<file path="src/rtl/adc_stream_pkg.sv">
// Shared types and constants for the UDP stream arbiter: FSM states, header constants,
// the registered transmit beat and counter/ID width helpers.
package adc_stream_pkg;

  typedef enum logic [2:0] {
    IDLE,
    HDR,
    STREAM,
    DRAIN,
    GAP
  } arb_state_t;

  localparam logic [3:0]  HDR_MAGIC    = 4'hA;
  localparam int unsigned HDR_BYTES    = 2;
  localparam int unsigned DRAIN_CYCLES = 2;

  typedef struct packed {
    logic       valid;
    logic [7:0] data;
  } tx_beat_t;

  // Bits needed to name one of n channels (at least 1).
  function automatic int unsigned ch_id_w(input int unsigned n);
    return (n < 2) ? 1 : $clog2(n);
  endfunction

  // Bits needed to hold a count from 0 up to max_val inclusive (at least 1).
  function automatic int unsigned cnt_w(input int unsigned max_val);
    return (max_val < 2) ? 1 : $clog2(max_val + 1);
  endfunction

endpackage

</file>
<file path="src/rtl/udp_stream_arbiter_if.sv">
// Channel FIFO read ports plus the UDP transmit byte stream shared by the arbiter.
interface udp_stream_arbiter_if #(
  parameter int unsigned N_CH = 4
) ();

  logic [N_CH-1:0]   ch_full;
  logic [N_CH-1:0]   ch_empty;
  logic [N_CH*8-1:0] ch_dout;
  logic [N_CH-1:0]   ch_valid;
  logic [N_CH-1:0]   ch_rd_en;
  logic              udp_tx_busy;
  logic              udp_tx_valid;
  logic [7:0]        udp_tx_data;

  modport master (
    input  ch_full, ch_empty, ch_dout, ch_valid, udp_tx_busy,
    output ch_rd_en, udp_tx_valid, udp_tx_data
  );

  modport slave (
    output ch_full, ch_empty, ch_dout, ch_valid, udp_tx_busy,
    input  ch_rd_en, udp_tx_valid, udp_tx_data
  );

endinterface

</file>
<file path="src/rtl/rr_arbiter.sv">
// Combinational round-robin picker: first set req bit at or after ptr, wrapping.
module rr_arbiter
  import adc_stream_pkg::*;
#(
  parameter  int unsigned N_CH = 4,
  localparam int unsigned IDW  = ch_id_w(N_CH)
) (
  input  logic [N_CH-1:0] req,
  input  logic [IDW-1:0]  ptr,
  output logic [N_CH-1:0] win,
  output logic            any
);

  logic           found;
  logic [IDW-1:0] idx;

  // Scan from ptr upward; the first hit wins and masks all later ones.
  always_comb begin
    win   = '0;
    found = 1'b0;
    idx   = '0;
    for (int unsigned k = 0; k < N_CH; k++) begin
      idx = IDW'((32'(ptr) + k) % N_CH);
      if (!found && req[idx]) begin
        win[idx] = 1'b1;
        found    = 1'b1;
      end
    end
  end

  assign any = |req;

endmodule

</file>
<file path="src/rtl/udp_stream_arbiter.sv">
// Round-robin scheduler sharing one UDP transmit path between N_CH channel FIFOs.
// Define STREAM_HDR_EN to prefix each payload with a 2-byte {magic|ch_id, pkt_count} header.
module udp_stream_arbiter
  import adc_stream_pkg::*;
#(
  parameter int unsigned N_CH       = 4,
  parameter int unsigned PKT_BYTES  = 1024,
  parameter int unsigned IFG_CYCLES = 16
) (
  input  logic                clk,
  input  logic                reset,
  input  logic                enable,
  udp_stream_arbiter_if.master bus,
  output logic [N_CH-1:0]     grant,
  output logic                busy,
  output logic [15:0]         pkt_count,
  output logic                err_underrun
);

  localparam int unsigned IDW     = ch_id_w(N_CH);
  localparam int unsigned CNT_W   = cnt_w(PKT_BYTES);
  localparam int unsigned TMR_MAX = (IFG_CYCLES > DRAIN_CYCLES) ? IFG_CYCLES : DRAIN_CYCLES;
  localparam int unsigned TMR_W   = cnt_w(TMR_MAX);

  arb_state_t       state, state_nxt;
  logic [N_CH-1:0]  grant_nxt;
  logic [IDW-1:0]   gid, gid_nxt;
  logic [IDW-1:0]   rr_ptr, rr_nxt;
  logic [CNT_W-1:0] rd_cnt, rd_cnt_nxt;
  logic [TMR_W-1:0] tmr, tmr_nxt;
  logic [15:0]      pkt_nxt;
  logic             err_nxt;
  tx_beat_t         tx_nxt;
  logic             rd_go;

  logic [N_CH-1:0]  pick_win;
  logic             pick_any;
  logic [IDW-1:0]   pick_id;
  logic             sel_valid;
  logic             sel_empty;
  logic [7:0]       sel_data;

  rr_arbiter #(.N_CH(N_CH)) u_rr (
    .req (bus.ch_full),
    .ptr (rr_ptr),
    .win (pick_win),
    .any (pick_any)
  );

  // One-hot winner to channel index.
  always_comb begin
    pick_id = '0;
    for (int unsigned i = 0; i < N_CH; i++) begin
      if (pick_win[i]) pick_id = IDW'(i);
    end
  end

  // Granted channel's FIFO signals.
  always_comb begin
    sel_valid = 1'b0;
    sel_empty = 1'b1;
    sel_data  = '0;
    for (int unsigned i = 0; i < N_CH; i++) begin
      if (gid == IDW'(i)) begin
        sel_valid = bus.ch_valid[i];
        sel_empty = bus.ch_empty[i];
        sel_data  = bus.ch_dout[8*i +: 8];
      end
    end
  end

  assign bus.ch_rd_en = rd_go ? grant : '0;

  // Next-state and next-output logic.
  always_comb begin
    state_nxt  = state;
    grant_nxt  = grant;
    gid_nxt    = gid;
    rr_nxt     = rr_ptr;
    rd_cnt_nxt = rd_cnt;
    tmr_nxt    = tmr;
    pkt_nxt    = pkt_count;
    err_nxt    = err_underrun;
    tx_nxt     = '0;
    rd_go      = 1'b0;

    case (state)
      IDLE: begin
        if (enable && !bus.udp_tx_busy && pick_any) begin
          grant_nxt  = pick_win;
          gid_nxt    = pick_id;
          rr_nxt     = (pick_id == IDW'(N_CH - 1)) ? '0 : pick_id + 1'b1;
          rd_cnt_nxt = '0;
          tmr_nxt    = '0;
`ifdef STREAM_HDR_EN
          state_nxt  = HDR;
`else
          state_nxt  = STREAM;
`endif
        end
      end

      // First read is issued on the last header byte so payload follows with no bubble.
      HDR: begin
        if (tmr != TMR_W'(HDR_BYTES - 1)) begin
          tx_nxt  = '{valid: 1'b1, data: {HDR_MAGIC, 4'(gid)}};
          tmr_nxt = tmr + 1'b1;
        end else begin
          tx_nxt    = '{valid: 1'b1, data: pkt_count[7:0]};
          tmr_nxt   = '0;
          state_nxt = STREAM;
          if (!sel_empty && rd_cnt < CNT_W'(PKT_BYTES)) begin
            rd_go      = 1'b1;
            rd_cnt_nxt = rd_cnt + 1'b1;
          end
        end
      end

      STREAM: begin
        tx_nxt  = '{valid: sel_valid, data: sel_data};
        tmr_nxt = '0;
        if (rd_cnt >= CNT_W'(PKT_BYTES)) begin
          state_nxt = DRAIN;
        end else if (sel_empty) begin
          err_nxt   = 1'b1;
          state_nxt = DRAIN;
        end else begin
          rd_go      = 1'b1;
          rd_cnt_nxt = rd_cnt + 1'b1;
          if (rd_cnt == CNT_W'(PKT_BYTES - 1)) state_nxt = DRAIN;
        end
      end

      // Let the FIFO latency and the output register flush before counting the packet.
      DRAIN: begin
        tx_nxt = '{valid: sel_valid, data: sel_data};
        if (tmr == TMR_W'(DRAIN_CYCLES - 1)) begin
          pkt_nxt = pkt_count + 16'd1;
          tmr_nxt = '0;
          if (IFG_CYCLES == 0) begin
            grant_nxt = '0;
            state_nxt = IDLE;
          end else begin
            state_nxt = GAP;
          end
        end else begin
          tmr_nxt = tmr + 1'b1;
        end
      end

      GAP: begin
        if (tmr == TMR_W'(IFG_CYCLES - 1)) begin
          grant_nxt = '0;
          tmr_nxt   = '0;
          state_nxt = IDLE;
        end else begin
          tmr_nxt = tmr + 1'b1;
        end
      end

      default: begin
        grant_nxt = '0;
        state_nxt = IDLE;
      end
    endcase
  end

  // State and registered outputs.
  always_ff @(posedge clk) begin
    if (reset) begin
      state            <= IDLE;
      grant            <= '0;
      gid              <= '0;
      rr_ptr           <= '0;
      rd_cnt           <= '0;
      tmr              <= '0;
      pkt_count        <= '0;
      err_underrun     <= 1'b0;
      busy             <= 1'b0;
      bus.udp_tx_valid <= 1'b0;
      bus.udp_tx_data  <= '0;
    end else begin
      state            <= state_nxt;
      grant            <= grant_nxt;
      gid              <= gid_nxt;
      rr_ptr           <= rr_nxt;
      rd_cnt           <= rd_cnt_nxt;
      tmr              <= tmr_nxt;
      pkt_count        <= pkt_nxt;
      err_underrun     <= err_nxt;
      busy             <= (state_nxt != IDLE);
      bus.udp_tx_valid <= tx_nxt.valid;
      bus.udp_tx_data  <= tx_nxt.data;
    end
  end

endmodule
</file>
<file path="src/flat_wrapper.sv">
// flat-port wrapper written by rule: the top's interface ports become plain ports
module udp_stream_arbiter_flat import adc_stream_pkg::*;
#(
  parameter int unsigned N_CH       = 4,
  parameter int unsigned PKT_BYTES  = 1024,
  parameter int unsigned IFG_CYCLES = 16
)
  (clk, reset, enable, grant, busy, pkt_count, err_underrun, bus_ch_full, bus_ch_empty, bus_ch_dout, bus_ch_valid, bus_udp_tx_busy, bus_ch_rd_en, bus_udp_tx_valid, bus_udp_tx_data);
  udp_stream_arbiter_if #(.N_CH(N_CH)) bus_i ();
  input  logic clk;
  input  logic reset;
  input  logic enable;
  output logic [N_CH-1:0] grant;
  output logic busy;
  output logic [15:0] pkt_count;
  output logic err_underrun;
  input wire logic [$bits(bus_i.ch_full)-1:0] bus_ch_full;
  input wire logic [$bits(bus_i.ch_empty)-1:0] bus_ch_empty;
  input wire logic [$bits(bus_i.ch_dout)-1:0] bus_ch_dout;
  input wire logic [$bits(bus_i.ch_valid)-1:0] bus_ch_valid;
  input wire logic [$bits(bus_i.udp_tx_busy)-1:0] bus_udp_tx_busy;
  output wire logic [$bits(bus_i.ch_rd_en)-1:0] bus_ch_rd_en;
  output wire logic [$bits(bus_i.udp_tx_valid)-1:0] bus_udp_tx_valid;
  output wire logic [$bits(bus_i.udp_tx_data)-1:0] bus_udp_tx_data;
  assign bus_i.ch_full = bus_ch_full;
  assign bus_i.ch_empty = bus_ch_empty;
  assign bus_i.ch_dout = bus_ch_dout;
  assign bus_i.ch_valid = bus_ch_valid;
  assign bus_i.udp_tx_busy = bus_udp_tx_busy;
  assign bus_ch_rd_en = bus_i.ch_rd_en;
  assign bus_udp_tx_valid = bus_i.udp_tx_valid;
  assign bus_udp_tx_data = bus_i.udp_tx_data;
  udp_stream_arbiter #(.N_CH(N_CH), .PKT_BYTES(PKT_BYTES), .IFG_CYCLES(IFG_CYCLES)) u_core (.clk(clk), .reset(reset), .enable(enable), .bus(bus_i), .grant(grant), .busy(busy), .pkt_count(pkt_count), .err_underrun(err_underrun));
endmodule
</file>
<file path="config.mk">
export PLATFORM = sky130hd
export DESIGN_NAME = udp_stream_arbiter_flat
export DESIGN_NICKNAME = d
export VERILOG_FILES = /design/src/rtl/adc_stream_pkg.sv /design/src/rtl/udp_stream_arbiter_if.sv /design/src/rtl/rr_arbiter.sv /design/src/rtl/udp_stream_arbiter.sv /design/src/flat_wrapper.sv
export SDC_FILE = /design/constraint.sdc
export NUM_CORES = 1
export LEC_CHECK = 0
export BUFFER_PORTS_ARGS = -buffer_cell sky130_fd_sc_hd__buf_2
export CAP_MARGIN = 30
export CORE_MARGIN = 2
export CORE_UTILIZATION = 40
export CTS_CLUSTER_SIZE = 16
export DETAILED_ROUTE_END_ITERATION = 10
export GPL_TIMING_DRIVEN = 0
export PLACE_DENSITY = 0.71
export RECOVER_POWER = 100
export REMOVE_ABC_BUFFERS = 1
export SYNTH_ARGS = -nofsm -noshare
export SYNTH_HDL_FRONTEND = slang
export SYNTH_SLANG_ARGS = --single-unit
</file>
<file path="constraint.sdc">
create_clock -name clk -period 4.05 [get_ports clk]
set_clock_uncertainty 0.05 [all_clocks]
set_input_delay 0.405 -clock clk [delete_from_list [all_inputs] [get_ports clk]]
set_output_delay 0.405 -clock clk [all_outputs]
set_load 0.05 [all_outputs]
</file>
## Yosys cells after proc, flatten, opt, wreduce, memory -nomap -nowiden

Index checks and enable logic that the tools add are counted.
W data, S select, Z words.

| storage, ports and cells | value |
|---|---|
| register bits after elaboration | 54 |
| input port bits | 48 |

| cells by class | value |
|---|---|
| $add $sub $neg | 7 |
| magnitude comparators | 10 |
| eq/ne operators | 18 |
| multiplexer cells | 69 |
| bitwise logic cells | 5 |
| reduce and logical (&&, ||, !) cells | 29 |

Operators with widths:

| operator | count |
|---|---|
| $mux W11 | 5 |
| $mux W8 | 5 |
| $pmux W11 S3 | 1 |
| $mux W4 | 7 |
| $pmux W5 S5 | 1 |
| $mux W1 | 24 |
| $mux W3 | 7 |
| $mux W5 | 4 |
| $pmux W9 S2 | 1 |
| $add A16 B1 Y16 const B | 1 |
| $pmux W3 S5 | 1 |
| $lt A2 B3 Y1 const B | 4 |
| $or A4 B4 Y4 | 3 |
| $pmux W4 S3 | 1 |
| $add A11 B1 Y11 const B | 1 |
| $eq A11 B10 Y1 const B | 1 |
| $ge A11 B11 Y1 const B | 1 |
| $lt A11 B11 Y1 const B | 1 |
| $logic_and A1 B1 Y1 | 10 |
| $bmux W1 S2 | 4 |
| $demux W1 S2 | 4 |
| $ge A2 B1 Y1 const B | 4 |
| $eq A2 B2 Y1 const B | 3 |
| $eq A3 B2 Y1 const B | 2 |
| other kinds (25) | 42 |

## Longest topological paths before layout

Gate-level depths: netlist of the first run.

| logic depth | value |
|---|---|
| depth after elaboration | 17 |
| depth in mapped cells | 9 |

## Hierarchy

From an unflattened synthesis of the first run, not the netlist that was laid out.

| second synthesis, totals | value |
|---|---|
| cell total of the unflattened synthesis | 352 |
| area, all modules | 3,113.0 sq um |

Modules (own cells, without submodules):

| module | instances | cells an instance | area each (sq um) | seq. area each (sq um) |
|---|---|---|---|---|
| udp_stream_arbiter | 1 | 315 | 2,767.7 | 1,081.0 |
| rr_arbiter | 1 | 37 | 345.3 | 0.0 |

## Least setup slack after synthesis of the first run

Ideal clock, no wire load.

| timing | value |
|---|---|
| kind | reg-to-reg |
| start | register u_core.rr_ptr[0] |
| end | register u_core.gid[0] |
| library setup time | 0.120 ns |
| data arrival time | 2.662 ns |
| required time | 3.880 ns |
| setup slack | 1.218 ns |
| stages on the path, launching flop included | 10 |
| buffers on the path | 1 |
| path through | dfxtp_1 -> clkbuf_1 -> inv_1 -> ha_1 -> or3b_2 -> a2111o_1 -> nand3_1 -> a211o_1 -> nor2b_1 -> o31a_1 |

| between the ends | value |
|---|---|
| cells in the longest elaborated chain, start to end | 15 |

Ends and longest elaborated chain:

| what | line | RTL |
|---|---|---|
| start, declared | udp_stream_arbiter.sv:28 | `logic [IDW-1:0] rr_ptr, rr_nxt;` |
| start signal, assigned | udp_stream_arbiter.sv:186 | `rr_ptr <= rr_nxt;` |
| parallel branches: the longest is 11 deep, another holds $lt A2 B3 Y1 | n/a |  |
| $mux W4 * | rr_arbiter.sv:24 | `if (!found && req[idx]) begin` |
| $mux W1 | udp_stream_arbiter.sv:54 | `if (pick_win[i]) pick_id = IDW'(i);` |
| $mux W2 | udp_stream_arbiter.sv:54 |  |
| $mux W2 * | udp_stream_arbiter.sv:54 |  |
| end signal, assigned | udp_stream_arbiter.sv:185 | `gid <= gid_nxt;` |
| end, declared | udp_stream_arbiter.sv:27 | `logic [IDW-1:0] gid, gid_nxt;` |

Mark *: on every way between the ends. The select of a mux whose other input is x is not followed.
A chain may end at the register's enable or synchronous reset.

## Worst setup path in the final report of the first run

| timing | value |
|---|---|
| start | register u_core.tmr[0] |
| end | output bus_ch_rd_en[3] |

| between the ends | value |
|---|---|
| cells in the longest elaborated chain, start to end | 4 |

Ends and longest elaborated chain:

| what | line | RTL |
|---|---|---|
| start, declared | udp_stream_arbiter.sv:30 | `logic [TMR_W-1:0] tmr, tmr_nxt;` |
| start signal, assigned | udp_stream_arbiter.sv:188 | `tmr <= tmr_nxt;` |
| $ne A5 B1 Y1 | udp_stream_arbiter.sv:105 | `if (tmr != TMR_W'(HDR_BYTES - 1)) begin` |
| $mux W1 | udp_stream_arbiter.sv:105 |  |
| $pmux W1 S2 | udp_stream_arbiter.sv:87 | `case (state)` |
| $mux W4 | udp_stream_arbiter.sv:72 | `assign bus.ch_rd_en = rd_go ? grant : '0;` |
| end, declared | flat_wrapper.sv:22 | `output wire logic [$bits(bus_i.ch_rd_en)-1:0] bus_ch_rd_en;` |

No other way between the ends.

==> qor.csv, run 1 <==
metric,value,unit
outcome,finished clean,
Finish-stage setup viols,0,
clock-pin slew on the worst setup and hold paths,0.09,ns
register area share after synthesis,34.11,%
Die W,93.01,um
"Avg Cell Area, Syn",8.953,um2
port bufs,82,
leakage,1.340,nW
row count,32,
Worst VDD drop,170.8,uV
# diodes,0,
crit end category,output port,
RSZ-0062 raised after global routing,no,
Synth-to-Final Area Change,16.38,%
placed cell count,518,
share of the synthesized area in the top cell type,34.11,%
GR Util All Layers,17.48,%
placer congestion estimate,0.8102,
hpwl dp,5544,um
WL/cell,13.95,um
Initial Util,41.23,%
WS Path Type,flop to output port,
cts hold-fix bufs,0,
DRC,0,
Gate Count Post-Synth,354,
CTS tree,built,
setup total negative slack,0,ns
ratio of cells with drive above 1 in the final layout,18.63,%
nets,485,
vias per cell,5.380,
CORE AREA,7687,um2
initial antenna violation count,0,
Pre-Repair DR Iteration Count,4,
"non-filler cells, final",526,
cell family with most CP delay,simple AND/OR/NAND/NOR gates,
initial DRC count,133,
Final Max Tran Viols,0,
largest net degree at the start of global routing,41,
CTS Root Cell,clkbuf_8,
Yosys top cell by area,dfxtp_1,
HP Class,flop to flop,
Num CTS Buffers,5,
Top Layer Used,met4,
"EDFF count, synth",0,
Final min period,3.517,ns
routed vias,2830,
"Slowest-stage cell, CP",nor4b_1,
grt ovf,0,
final hold vios,0,
ANT nets after route,0,
ranking of synthesized cells by area,"dfxtp_1, mux4_2, nor2_1, ha_1, xor2_1",
H-Tree Depth,2,
max-cap viol count,0,
Die Area,8651,um2
crit-path max FO,7,
post-synthesis async set-or-reset flop share,0,%
WP data required,3.60,ns
met1 WL,3328,um
"commonest non-fill, non-tap cell in the layout",dfxtp_1,
Rel. slew slack,32.95,%
Final Cycle Share,86.83,%
I/O pin cnt,83,
worst-case clock buffer depth,2,
first-pass GRT wire length,12250,um
die height,93.01,um
synthesized area,3169,um2
most used flip-flop cell after synthesis,dfxtp_1,
post-CTS setup buffers,0,
final hold slack,0.4452,ns
Power Density,332.8,nW/um2
met2 routed WL,3516,um
vias in the first global route,2624,
Buf/Inv on CP,1,
clock sink count,54,
WP data arrival,3.06,ns
most frequent cells in the layout,"dfxtp_1, nor2_1, buf_2",
number of synthesized register bits,54,
DR WL met3,457,um
DRT Wirelength,7336,um
Synth Warn #,0,
startpoint types,flop,
Max Freq,0.2844,GHz
worst path cell trace,"ha_1, nor4b_1, and2_0, a21oi_1, nor2_1, and2_1, clkbuf_2",
cts repair resizes,0,
Worst-Skew Late Latency,0.31,ns
CP peak stage delay,0.80,ns
synth unique cells,52,
Tightest Pin Transition,0.9918,ns
## synth_stat cells (2+ instances only)
master / number
dfxtp_1: 54
nor2_1: 49
nand2_1: 23
clkbuf_1: 17
mux4_2: 15
a21oi_1: 14
ha_1: 14
inv_1: 14
nand3_1: 12
a22oi_1: 11
o21ai_0: 11
xor2_1: 10
nor3_1: 9
xnor2_1: 9
nand2b_1: 8
or3_1: 7
nand4_1: 6
nor2b_1: 6
a211oi_1: 5
and2_1: 5
mux2i_1: 5
a211o_1: 4
nor3b_1: 4
a22o_1: 3
and3_1: 3
nand3b_1: 3
a2111o_1: 2
buf_1: 2
o32ai_1: 2
or2_1: 2
or2_2: 2
or4_1: 2
or4b_1: 2
## sequential cells by signal, indices dropped and copies added, names as in the netlist
name                     count
u_core.pkt_count            16
u_core.rd_cnt               11
u_core.bus.udp_tx_data       8
u_core.tmr                   5
u_core.grant                 4
u_core.state                 3
u_core.gid                   2
u_core.rr_ptr                2
u_core.bus.udp_tx_valid      1
u_core.busy                  1
u_core.err_underrun          1
## tightest hold or removal path, stage by stage (launching register included)
cell	delay (ns)
dfxtp_1	0.34
o41ai_1	0.06
a21oi_1	0.06
## per-layer routing
metal | up-vias | track usage (%)
met4 | 0 | 2.941
met2 | 89 | 29.11
met1 | 1334 | 22.97
li1 | 1403 | -
met3 | 4 | 4.996
met5 | - | 0
## power by group
part	switching (mW)	internal, mW
Clock	0.179	0.184
Combinational	0.160	0.121
Sequential	0.0335	0.550
## cell type report
type	count	area, um2
clock buffer	5	68.82
multi-input combinational	266	1942
tap	102	127.6
sequential	54	1081
inverter	14	52.55
clock inverter	3	45.04
fill	775	3999
timing repair buffer	82	371.6
## cells by family after synthesis
family | Yosys count | synth area share, %
and+or+nand+nor | 148 | 23.92
AOI/OAI and AO/OA | 64 | 14.53
DFF | 54 | 34.11
buffers and inverters | 34 | 4.066
muxes | 21 | 12.59
xor gates and xnor gates | 19 | 5.251
adders and majority gates | 14 | 5.527
## metrics by stage
step	util (%)	area, um2	worst slack (ns)	total power, mW
finish	47.98	3689	0.5333	1.228
global route	47.98	3689	0.2625	1.300
CTS	48.71	3745	0.6140	1.245
detailed placement	47.23	3631	0.8958	0.8823
global placement	47.23	3631	0.9262	0.8755
floorplan	-	3093	1.180	0.7959
## worst paths after layout
kind                            startpoint                            end  slack [ns]  cells past startpoint
min reg2reg  u_core.rd_cnt[8]$_SDFFE_PP0P_  u_core.rd_cnt[8]$_SDFFE_PP0P_        0.45                      2
min          u_core.rd_cnt[8]$_SDFFE_PP0P_  u_core.rd_cnt[8]$_SDFFE_PP0P_        0.45                      2
max             u_core.tmr[0]$_SDFFE_PP0P_                bus_ch_rd_en[3]        0.53                      7
max reg2reg     u_core.gid[0]$_SDFFE_PP0P_  u_core.rd_cnt[8]$_SDFFE_PP0P_        0.77                      6
Note: power is estimated with default switching activity, not from simulation.
==> run 2: changes to the inputs <==
--- a/config.mk
+++ b/config.mk
@@ -7,12 +7,11 @@
 export LEC_CHECK = 0
 export BUFFER_PORTS_ARGS = -buffer_cell sky130_fd_sc_hd__buf_2
 export CAP_MARGIN = 30
-export CORE_MARGIN = 2
 export CORE_UTILIZATION = 40
 export CTS_CLUSTER_SIZE = 16
 export DETAILED_ROUTE_END_ITERATION = 10
 export GPL_TIMING_DRIVEN = 0
-export PLACE_DENSITY = 0.71
+export PLACE_DENSITY = 0.74
 export RECOVER_POWER = 100
 export REMOVE_ABC_BUFFERS = 1
 export SYNTH_ARGS = -nofsm -noshare
==> constraint.sdc (replaced) <==
create_clock -name clk -period 3.2 [get_ports clk]
set_clock_uncertainty 0.05 [all_clocks]
set_input_delay 0.32 -clock clk [delete_from_list [all_inputs] [get_ports clk]]
set_output_delay 0.32 -clock clk [all_outputs]
set_load 0.05 [all_outputs]
==> run 2 against run 1 <==
Against the previous run: utilization up 0.50 points; total power rose by 28%; first-iteration DRC count grew 5.3%; global-route usage increased by 1.2 points; routed wire length rose by 0.38%.
==> qor.csv, run 2 (synthesis results as in run 1) <==
metric,value,unit
ratio of cells with drive above 1 in the final layout,19.81,%
Max Freq,0.3277,GHz
WP data arrival,3.22,ns
Worst-Skew Late Latency,0.32,ns
routed vias,2895,
startpoint types,flop,
vias in the first global route,2711,
RSZ-0062 raised after global routing,no,
Final Cycle Share,95.35,%
Hold EP,u_core.bus.udp_tx_valid$_SDFF_PP0_,
FF-to-FF End,u_core.gid[0]$_SDFFE_PP0P_,
Power Density,423.2,nW/um2
Top Layer Used,met4,
initial antenna violation count,0,
max-cap viol count,0,
first-pass GRT wire length,12450,um
cts hold-fix bufs,0,
most frequent cells in the layout,"dfxtp_1, nor2_1, buf_2",
Largest regs,"u_core.pkt_count: 16 flops, u_core.rd_cnt: 11 flops, u_core.bus.udp_tx_data: 8 flops",
Final min period,3.051,ns
Die W,91.01,um
I/O pin cnt,83,
final hold slack,0.3705,ns
hpwl dp,5427,um
port bufs,82,
Reg area,1082,um2
Setup crit start,u_core.rr_ptr[0]$_SDFFE_PP0P_,
row count,32,
WL/cell,14.00,um
multi-input logic area,1977,um2
Num CTS Buffers,5,
setup ws final,0.1489,ns
WP data required,3.37,ns
WHS Path Cells,4,
post-CTS setup buffers,0,
crit end category,flop,
CP peak stage delay,0.62,ns
grt ovf,0,
DRC,0,
worst-case clock buffer depth,2,
CTS tree,built,
DRT Wirelength,7364,um
DR WL met3,462,um
nets,485,
setup total negative slack,0,ns
Final Max Tran Viols,0,
met2 routed WL,3481,um
pre-CTS setup slack,0.006214,ns
vias per cell,5.504,
H-Tree Depth,2,
die height,91.01,um
Worst VDD drop,215.9,uV
met1 WL,3254,um
placer congestion estimate,0.8159,
# diodes,0,
HP Class,input port to flop,
WS Path Type,flop to flop,
"Slowest-stage cell, CP",dfxtp_1,
clock-pin slew on the worst setup and hold paths,0.10,ns
ANT nets after route,0,
worst path cell trace,"inv_1, ha_1, or3b_2, a2111o_1, nand3_1, a211o_1, nor2b_1, o31a_1",
r2r worst-path depth,8,
Finish-stage setup viols,0,
crit-path max FO,11,
clock sink count,54,
"commonest non-fill, non-tap cell in the layout",dfxtp_1,
leakage,1.357,nW
launch point of the worst reg-to-reg path,u_core.rr_ptr[0]$_SDFFE_PP0P_,
Initial Util,41.23,%
Pre-Repair DR Iteration Count,4,
Largest Register,u_core.pkt_count,
GR Util All Layers,18.73,%
largest net degree at the start of global routing,41,
initial DRC count,140,
Rel. slew slack,39.93,%
Layout fillers,770,
FF-to-FF setup slack,0.15,ns
Die Area,8283,um2
max reg flops,16,
final hold vios,0,
Synth-to-Final Area Change,17.61,%
CORE AREA,7687,um2
CTS Root Cell,clkbuf_8,
Tightest Pin Transition,0.8999,ns
HP Start,bus_ch_valid[0],
outcome,finished clean,
-- run 2: changes by cell type in the layout (fill, tap and decap cells not counted), sizes merged --
cell,previous run,this run
clkinvlp,2,0
clkbuf,40,39
buf,47,48
inv,14,15
clkinv,0,1
-- run 2: area by class of cell --
class                      instances  area share [%]
timing repair buffer              82           9.970
clock inverter                     3           1.276
tap                              102           3.424
clock buffer                       5           1.846
multi-input combinational        266           53.04
inverter                          14           1.410
sequential                        54           29.04
-- run 2: power breakdown --
group          internal [mW]  total (mW)  switching [mW]
sequential             0.696       0.740          0.0439
combinational          0.158       0.362           0.204
clock                  0.237       0.475           0.238
-- run 2: repair_timing --
item,in CTS,in global routing
endpoints found under the setup margin,5,4
gates resized for setup,3,3
pin swaps,0,0
-- run 2: metrics by stage --
step           instance area, um2  instances  util [%]  power [mW]
3_3_place_gp                 3631        518     47.23       1.108
5_1_grt                      3727        526     48.49       1.661
6_report                     3727        526     48.49       1.577
3_5_place_dp                 3631        518     47.23       1.117
2_1_floorplan                3093        334         -       1.007
4_1_cts                      3760        526     48.91       1.588
-- run 2: worst max-delay path by stage --
| stage | to | slack, ns | cells after the start |
|---|---|---|---|
| floorplan | u_core.rd_cnt[7]$_SDFFE_PP0P_ | 0.33 | 6 |
| CTS | bus_ch_rd_en[0] | 0.11 | 5 |
| global route | bus_ch_rd_en[0] | 0.01 | 6 |
| detailed placement | u_core.rd_cnt[7]$_SDFFE_PP0P_ | 0.006 | 6 |
| global placement | u_core.rd_cnt[7]$_SDFFE_PP0P_ | 0.04 | 6 |
| finish | u_core.gid[0]$_SDFFE_PP0P_ | 0.15 | 8 |
-- run 2: worst max-delay path, delay by kind of cell, from the launching register on --
family | cells | cell delay, ns
AOI/OAI and AO/OA | 3 | 0.91
buffers and inverters | 1 | 0.25
adders and majority gates | 1 | 0.43
and+or+nand+nor | 3 | 0.69
DFF | 1 | 0.62
-- run 2: metal layers --
| layer | vias up | GRT usage (%) |
|---|---|---|
| met4 | 0 | 7.275 |
| li1 | 1412 | - |
| met5 | - | 0 |
| met1 | 1387 | 22.97 |
| met2 | 82 | 31.69 |
| met3 | 14 | 4.439 |
